[src/rtl/sync_fifo_pkg.sv]
// Shared constants and types for the sync_fifo read-side bridge.
package sync_fifo_pkg;

   localparam int unsigned READER_BUF_DEPTH = 3;
   localparam int unsigned OCC_WIDTH        = 2;
   localparam int unsigned PTR_WIDTH        = 2;

   typedef logic [OCC_WIDTH-1:0] occ_t;
   typedef logic [PTR_WIDTH-1:0] ptr_t;

   // Advance a buffer pointer modulo READER_BUF_DEPTH.
   function automatic ptr_t ptr_inc(input ptr_t p);
      return (p == ptr_t'(READER_BUF_DEPTH - 1)) ? '0 : p + ptr_t'(1);
   endfunction

endpackage

[src/rtl/sync_fifo_reader_skid_buf.sv]
// Three-entry register queue with push/pop, occupancy and head-data output.
module reader_skid_buf
   import sync_fifo_pkg::*;
#(
   parameter int unsigned DATA_WIDTH = 8
) (
   input  logic                  clk,
   input  logic                  rst_n,
   input  logic                  clear_i,
   input  logic                  push_i,
   input  logic [DATA_WIDTH-1:0] data_i,
   input  logic                  pop_i,
   output occ_t                  occ_o,
   output logic [DATA_WIDTH-1:0] data_o
);

   localparam occ_t OCC_FULL = occ_t'(READER_BUF_DEPTH);

   logic [DATA_WIDTH-1:0] mem_q [READER_BUF_DEPTH];
   ptr_t head_q, head_d;
   ptr_t tail_q, tail_d;
   occ_t occ_q, occ_d;
   logic do_push, do_pop;

   // Pointer and occupancy update; clear wins over push/pop.
   always_comb begin
      head_d  = head_q;
      tail_d  = tail_q;
      occ_d   = occ_q;
      do_pop  = pop_i && (occ_q != '0) && !clear_i;
      do_push = push_i && !clear_i && ((occ_q != OCC_FULL) || do_pop);
      if (clear_i) begin
         head_d = '0;
         tail_d = '0;
         occ_d  = '0;
      end else begin
         if (do_push) tail_d = ptr_inc(tail_q);
         if (do_pop)  head_d = ptr_inc(head_q);
         case ({do_push, do_pop})
            2'b10:   occ_d = occ_q + occ_t'(1);
            2'b01:   occ_d = occ_q - occ_t'(1);
            default: occ_d = occ_q;
         endcase
      end
   end

   always_ff @(posedge clk or negedge rst_n) begin
      if (!rst_n) begin
         head_q <= '0;
         tail_q <= '0;
         occ_q  <= '0;
         for (int i = 0; i < int'(READER_BUF_DEPTH); i++) mem_q[i] <= '0;
      end else begin
         head_q <= head_d;
         tail_q <= tail_d;
         occ_q  <= occ_d;
         if (do_push) mem_q[tail_q] <= data_i;
      end
   end

   assign occ_o  = occ_q;
   assign data_o = mem_q[head_q];

endmodule

[src/rtl/sync_fifo_reader.sv]
// Drains a one-cycle-latency FIFO read port into a valid/ready stream using
// credit-based issue into a three-entry output buffer.
module sync_fifo_reader
   import sync_fifo_pkg::*;
#(
   parameter int unsigned DATA_WIDTH = 8,
   parameter int unsigned CNT_WIDTH  = 16
) (
   input  logic                  clk,
   input  logic                  rst_n,
   input  logic                  fifo_empty,
   output logic                  fifo_rd_en,
   input  logic [DATA_WIDTH-1:0] fifo_rd_data,
   input  logic                  flush,
   output logic                  m_valid,
   output logic [DATA_WIDTH-1:0] m_data,
   input  logic                  m_ready,
   output logic [CNT_WIDTH-1:0]  xfer_cnt
);

   logic                 pending_q, pending_d;
   logic [CNT_WIDTH-1:0] xfer_cnt_q, xfer_cnt_d;
   occ_t                 occ;
   logic [2:0]           credit_used;
   logic                 fire;

   // Buffered words plus the word in flight must leave room for one more.
   always_comb begin
      credit_used = 3'(occ) + 3'(pending_q);
      fifo_rd_en  = rst_n && !fifo_empty && !flush
                    && (credit_used < 3'(READER_BUF_DEPTH));
      m_valid     = (occ != '0);
      fire        = m_valid && m_ready;
      pending_d   = fifo_rd_en;
      xfer_cnt_d  = fire ? xfer_cnt_q + CNT_WIDTH'(1) : xfer_cnt_q;
   end

   always_ff @(posedge clk or negedge rst_n) begin
      if (!rst_n) begin
         pending_q  <= 1'b0;
         xfer_cnt_q <= '0;
      end else begin
         pending_q  <= pending_d;
         xfer_cnt_q <= xfer_cnt_d;
      end
   end

   reader_skid_buf #(
      .DATA_WIDTH (DATA_WIDTH)
   ) u_buf (
      .clk     (clk),
      .rst_n   (rst_n),
      .clear_i (flush),
      .push_i  (pending_q),
      .data_i  (fifo_rd_data),
      .pop_i   (fire),
      .occ_o   (occ),
      .data_o  (m_data)
   );

   assign xfer_cnt = xfer_cnt_q;

endmodule

[config.mk]
export PLATFORM = sky130hd
export DESIGN_NAME = sync_fifo_reader
export DESIGN_NICKNAME = d
export VERILOG_FILES = /design/src/rtl/sync_fifo_pkg.sv /design/src/rtl/sync_fifo_reader_skid_buf.sv /design/src/rtl/sync_fifo_reader.sv
export SDC_FILE = /design/constraint.sdc
export NUM_CORES = 1
export LEC_CHECK = 0
export CAP_MARGIN = 20
export CORE_MARGIN = 3
export CORE_UTILIZATION = 45
export DETAILED_ROUTE_END_ITERATION = 10
export GPL_ROUTABILITY_DRIVEN = 0
export PLACE_DENSITY_LB_ADDON = 0.08
export SLEW_MARGIN = 20
export SYNTH_ARGS = -nofsm -noshare
export SYNTH_HDL_FRONTEND = slang
export SYNTH_SLANG_ARGS = --single-unit
[constraint.sdc]
create_clock -name clk -period 5.4 [get_ports clk]
set_input_delay 0.81 -clock clk [delete_from_list [all_inputs] [get_ports clk]]
set_output_delay 0.81 -clock clk [all_outputs]
set_load 0.01 [all_outputs]
---- Word-level counts from Yosys, hierarchy flattened ----
Index checks and enable logic that the tools add are counted.
storage, ports and cells
  output and inout bits ................... 26
  input port bits ......................... 13
  flip-flop bits (word level) ............. 47
  logic and storage cells ................. 55
operators by class
  magnitude comparators ................... 4
  add/sub/neg operators ................... 6
  reductions and logical operators ........ 16
  muxes and demuxes ....................... 14
  bitwise gates (word level) .............. 2
  equal/unequal tests ..................... 5
operators by type and width
  operator                                                     count
  bitwise mux 24 bit                                           1
  two-way mux 8 bit                                            3
  adder 16 x 1 -> 16 bit (second input constant)               1
  binary-select mux 8 bit (select 2 bit)                       1
  demux 8 bit (select 2 bit)                                   1
  two-way mux 2 bit                                            7
  logical AND 1 bit                                            9
  adder 2 x 1 -> 2 bit (second input constant)                 3
  equality test 2 bit (second input constant)                  3
  >= comparator 3 bit (second input constant)                  2
  inverter 2 -> 3 bit                                          2
  nonzero test 2 bit                                           3
  one-hot mux 2 bit (2 select lines)                           1
  adder 2 x 1 -> 3 bit                                         1
  less-than comparator 3 x 1 -> 1 bit (second input constant)  1
  less-than comparator 3 x 2 -> 1 bit (second input constant)  1
  nonzero test 3 bit                                           1
  equality test 2 x 1 -> 1 bit (second input constant)         1
  zero test 1 bit                                              2
  != test 2 bit (second input constant)                        1
  subtractor 2 x 1 -> 2 bit (second input constant)            1
  logical OR 1 bit                                             1

---- Depth between registers and ports, before layout ----
  depth after elaboration ................. 9
  depth in mapped cells ................... 6
  gate-level depth less buffers ........... 5

---- Hierarchy ----
From an unflattened synthesis, not the netlist that was laid out.
unflattened totals
  cells, all modules ...................... 179
  area total of the unflattened synthesis .. 2254.7 µm²
modules (own cells, without submodules)
  module            area each (µm²)  cells each  times used
  reader_skid_buf   1441.4           110         1
  sync_fifo_reader  813.3            69          1

---- Worst setup path before layout ----
Ideal clock, no wire load.
  path type ............................... input-to-output
  from .................................... input port flush
  to ...................................... output port fifo_rd_en
  arrival time ............................ 1.882 ns
  stages .................................. 3
  setup slack ............................. 2.708 ns
  buffers on the path ..................... 1
  data required time ...................... 4.590 ns
  path through ............................ clkbuf_1 or4b_2 a21oi_1
between the ends
  word-level cells in the longest chain between the ends .. 3
RTL lines
  item               RTL line                RTL
  from (decl)        sync_fifo_reader.sv:14  input logic flush,
  zero test 1 bit    sync_fifo_reader.sv:30  fifo_rd_en = rst_n && !fifo_empty && !flush
  logical AND 1 bit  sync_fifo_reader.sv:30
  logical AND 1 bit  sync_fifo_reader.sv:31  && (credit_used < 3'(READER_BUF_DEPTH));
  to (decl)          sync_fifo_reader.sv:12  output logic fifo_rd_en,
Every way passes these cells.

---- Worst setup path in the final report ----
Same ends and word-level chain as after synthesis.

==> summary.md <==
| Metric | Value |
|---|---|
| Max Freq | `about 270 MHz` |
| Insertion delay to the later sink of the worst-skew pair | `0.29 ns` |
| Leak | `0.00122 uW` |
| Cell count after synthesis | `180` |
| Max clock buf depth | `2` |
| CP arrival | `2.83 ns` |
| Antenna Cells | `0` |
| Placed inst area | `approximately 2600 um2` |
| R2r endpoint | `u_buf.mem_q[11]` |
| Finished Layout Cells | `284` |
| FF+latch count, synth | `47` |
| MaxCap Viol Count | `0` |
| Vias | `1452` |
| Final WL | `around 4400 um` |
| DPL Wire Length | `between 3000 and 4000 um` |
| Share of cells above drive strength 1 | `0.178` |
| Syn_area_per_cell | `12.3 um2` |
| Hold_sp | `xfer_cnt[8]` |
| Drt pass-1 iters | `4` |
| Postcts setup bufs | `0` |
| Fin. Hold Viols | `0` |
| Distinct cells, synth | `37` |
| Slew Viols, Final | `0` |
| YS warnings | `0` |
| Area of the multi-input gates | `975 um2` |
| Initial DRC count | `87` |
| First-pass GRT wire length | `7710 um` |
| Unrepaired setup endpoints after global routing | `false` |
| Register area | `1180 um2` |
| Post-Synth Adder-Cell Area | `0.0170` |
| Most used cell along the critical path | `clkdlybuf4s50_1` |
| Worst-path maximum fanout | `10` |
| Min Tclk post-route | `around 3.6 ns` |
| R2R cell count | `4` |
| IO Pins | `39` |
| Worst Hold Path Cells | `1` |
| Worst min-delay path endpoint | `xfer_cnt[8]` |
| Worst-Margin Slew | `approximately 0.78 ns` |
| Total power | `775 uW` |
| Most common cell after layout, fill and taps aside | `dfrtp_1` |
| Hold slack | `0.502 ns` |
| Worst VDD drop | `0.000164 V` |
| Number of fill cells | `381` |
| Largest stage delay, worst path | `0.71 ns` |
| Layout Nets | `between 200 and 250` |
| GR Util All Layers | `0.167` |
| Die width | `76.1 um` |
| CP max-delay cell | `or4b_2` |
| CTS buffer count | `5` |
| H-tree Lvls | `2` |
| Synth Area in XOR/XNOR | `0.0595` |
| Clk pin slew, worst setup/hold paths | `0.08 ns` |
| Starting density of the core | `0.487` |
| Kind of critical path | `input port to output port` |
| Slew margin rel. | `0.482` |
| CTS tree | `yes` |
| Critical Path Sink Type | `output port` |
| Power density over cell area | `287 nW/um2` |
| Setup TNS | `0 ns` |
| Area Growth Syn to Fin | `22.4%` |
| Total die area | `5780 um2` |
| Final Setup Violations | `0` |
| Crit start category | `input port` |
| Critical-path cell list | `clkdlybuf4s50_1 > or4b_2 > a21oi_1 > clkdlybuf4s50_1` |
| Clk Tree Root Cell | `clkbuf_8` |
| Antenna Nets Post-Route | `0` |
| Critical Path RT | `between 4 and 5 ns` |
| Largest net degree at the start of global routing | `48` |
| Tcrit/Tclk final | `0.674` |
| FF-to-FF setup slack | `3.42 ns` |
| Die boundary height | `approximately 76 um` |
| Run status | `completed` |
| Most frequent cells in the layout | `dfrtp_1 (47), clkdlybuf4s50_1 (37), nand2_1 (21), mux2_4 (16), xnor2_1 (12)` |
| Post-Synth Simple-Gate Area | `0.130` |
| Final Instance Area | `about 2700 um2` |
| Syn Nets | `~200` |
| Largest family of logic cells by synthesized area | `multiplexers` |
| Seq/Total Area, Yosys | `0.533` |
| Hold_buf cts | `0` |
| DR WL/cell | `15.6 um` |
| # clock sinks | `between 40 and 50` |
| Worst r2r src | `u_buf.occ_o[1]` |
| Initial antenna violation count | `0` |
| # rows | `24` |
| CORE AREA | `4530 um2` |
| Post-synthesis mux area share | `0.186` |
| Mapped Area | `2210 um2` |
| Number of buffers added on ports | `38` |
| Vias per cell | `5.11` |
| DRC Markers | `0` |
| # resized after CTS | `0` |
| Hold Crit Class | `register to register` |
| Layout Skew | `0.00204 ns` |
| Total grt overflow | `0` |
| Compound-Gate Fraction of Synth Area | `0.0493` |
| Number of global-route vias before repair | `1502` |
| DP Cell Count | `roughly 280` |
[cell usage after synthesis]
library cell,count,area [um2]
dfrtp_1,47,1180
nand2_1,21,78.8
mux2_4,16,240
xnor2_1,12,105
o21ai_0,9,45.0
mux2_2,8,90.1
mux2i_1,8,80.1
a21oi_1,7,35.0
nor2_1,5,18.8
nand3_1,4,20.0
buf_6,3,33.8
clkbuf_1,3,11.3
ha_1,3,37.5
nand4_1,3,18.8
nor3_1,3,15.0
xor2_1,3,26.3
and2_1,2,12.5
and3_1,2,12.5
and4_1,2,17.5
or4b_1,2,20.0
a31oi_1,1,6.26
and2b_1,1,7.51
buf_1,1,3.75
buf_2,1,5.00
inv_1,1,3.75
nand2_2,1,6.26
nand2b_1,1,6.26
nor2b_1,1,6.26
o2111ai_1,1,8.76
o21ai_1,1,5.00
o21ai_2,1,8.76
or2_2,1,6.26
or2b_1,1,7.51
or3_1,1,6.26
or3b_2,1,8.76
or4_1,1,7.51
or4b_2,1,10.0
[per-layer routing]
metal / GRT usage / up-vias / part of all wire
met4: 0.0435 / 0 / 0.0054
met1: 0.228 / 710 / 0.47
met3: 0.0461 / 2 / 0.043
met5: 0 / - / 0
met2: 0.264 / 36 / 0.48
li1: - / 704 / -
[power breakdown]
part           internal (uW)  switching (uW)
clock network           88.8             116
registers                387            28.1
logic                   93.7            61.3
[critical path, delay by kind of cell]
kind                   cells  cell delay, ns
buffers and inverters      2            1.12
and+or+nand+nor            1            0.71
AOI/OAI and AO/OA          1            0.19
[through the flow]
| step | utilization | setup slack (ns) |
|---|---|---|
| floorplan | - | 2.71 |
| global placement | 0.578 | 1.78 |
| detailed placement | 0.578 | 1.76 |
| CTS | 0.596 | 1.75 |
| global route | 0.596 | 1.63 |
| finish | 0.596 | 1.76 |
[how the worst max path moves through the flow]
stage	from	endpoint	slack, ns	cells after the start
after CTS	flush	fifo_rd_en	1.75	4
final	flush	fifo_rd_en	1.76	4
after global routing	flush	fifo_rd_en	1.63	4
after detailed placement	flush	fifo_rd_en	1.76	4
after global placement	flush	fifo_rd_en	1.78	4
after floorplan	flush	fifo_rd_en	2.71	3
[flip-flops by register name (all words and copies together) (netlist names)]
| signal | flops |
|---|---|
| u_buf.tail_q | 2 |
| xfer_cnt | 16 |
| u_buf.occ_o | 2 |
| u_buf.head_q | 2 |
| u_buf.mem_q | 24 |
| pending_q | 1 |
[cell families after synthesis]
family / Yosys count
AND/OR/NAND/NOR: 54
AO/OA/AOI/OAI: 20
buffers and inverters: 9
multiplexers: 32
adder cells (fa/ha/maj): 3
flip-flops: 47
XOR/XNOR: 15
[layout make-up]
cell class,count,share of cell area
flip-flops and latches,47,0.435
inverters,1,0.00139
clock buffers,5,0.0255
clock inverters,3,0.00556
repair buffers,39,0.142
well taps,65,0.0301
multi-input cells,124,0.361
Note: power is estimated with default switching activity, not from simulation.
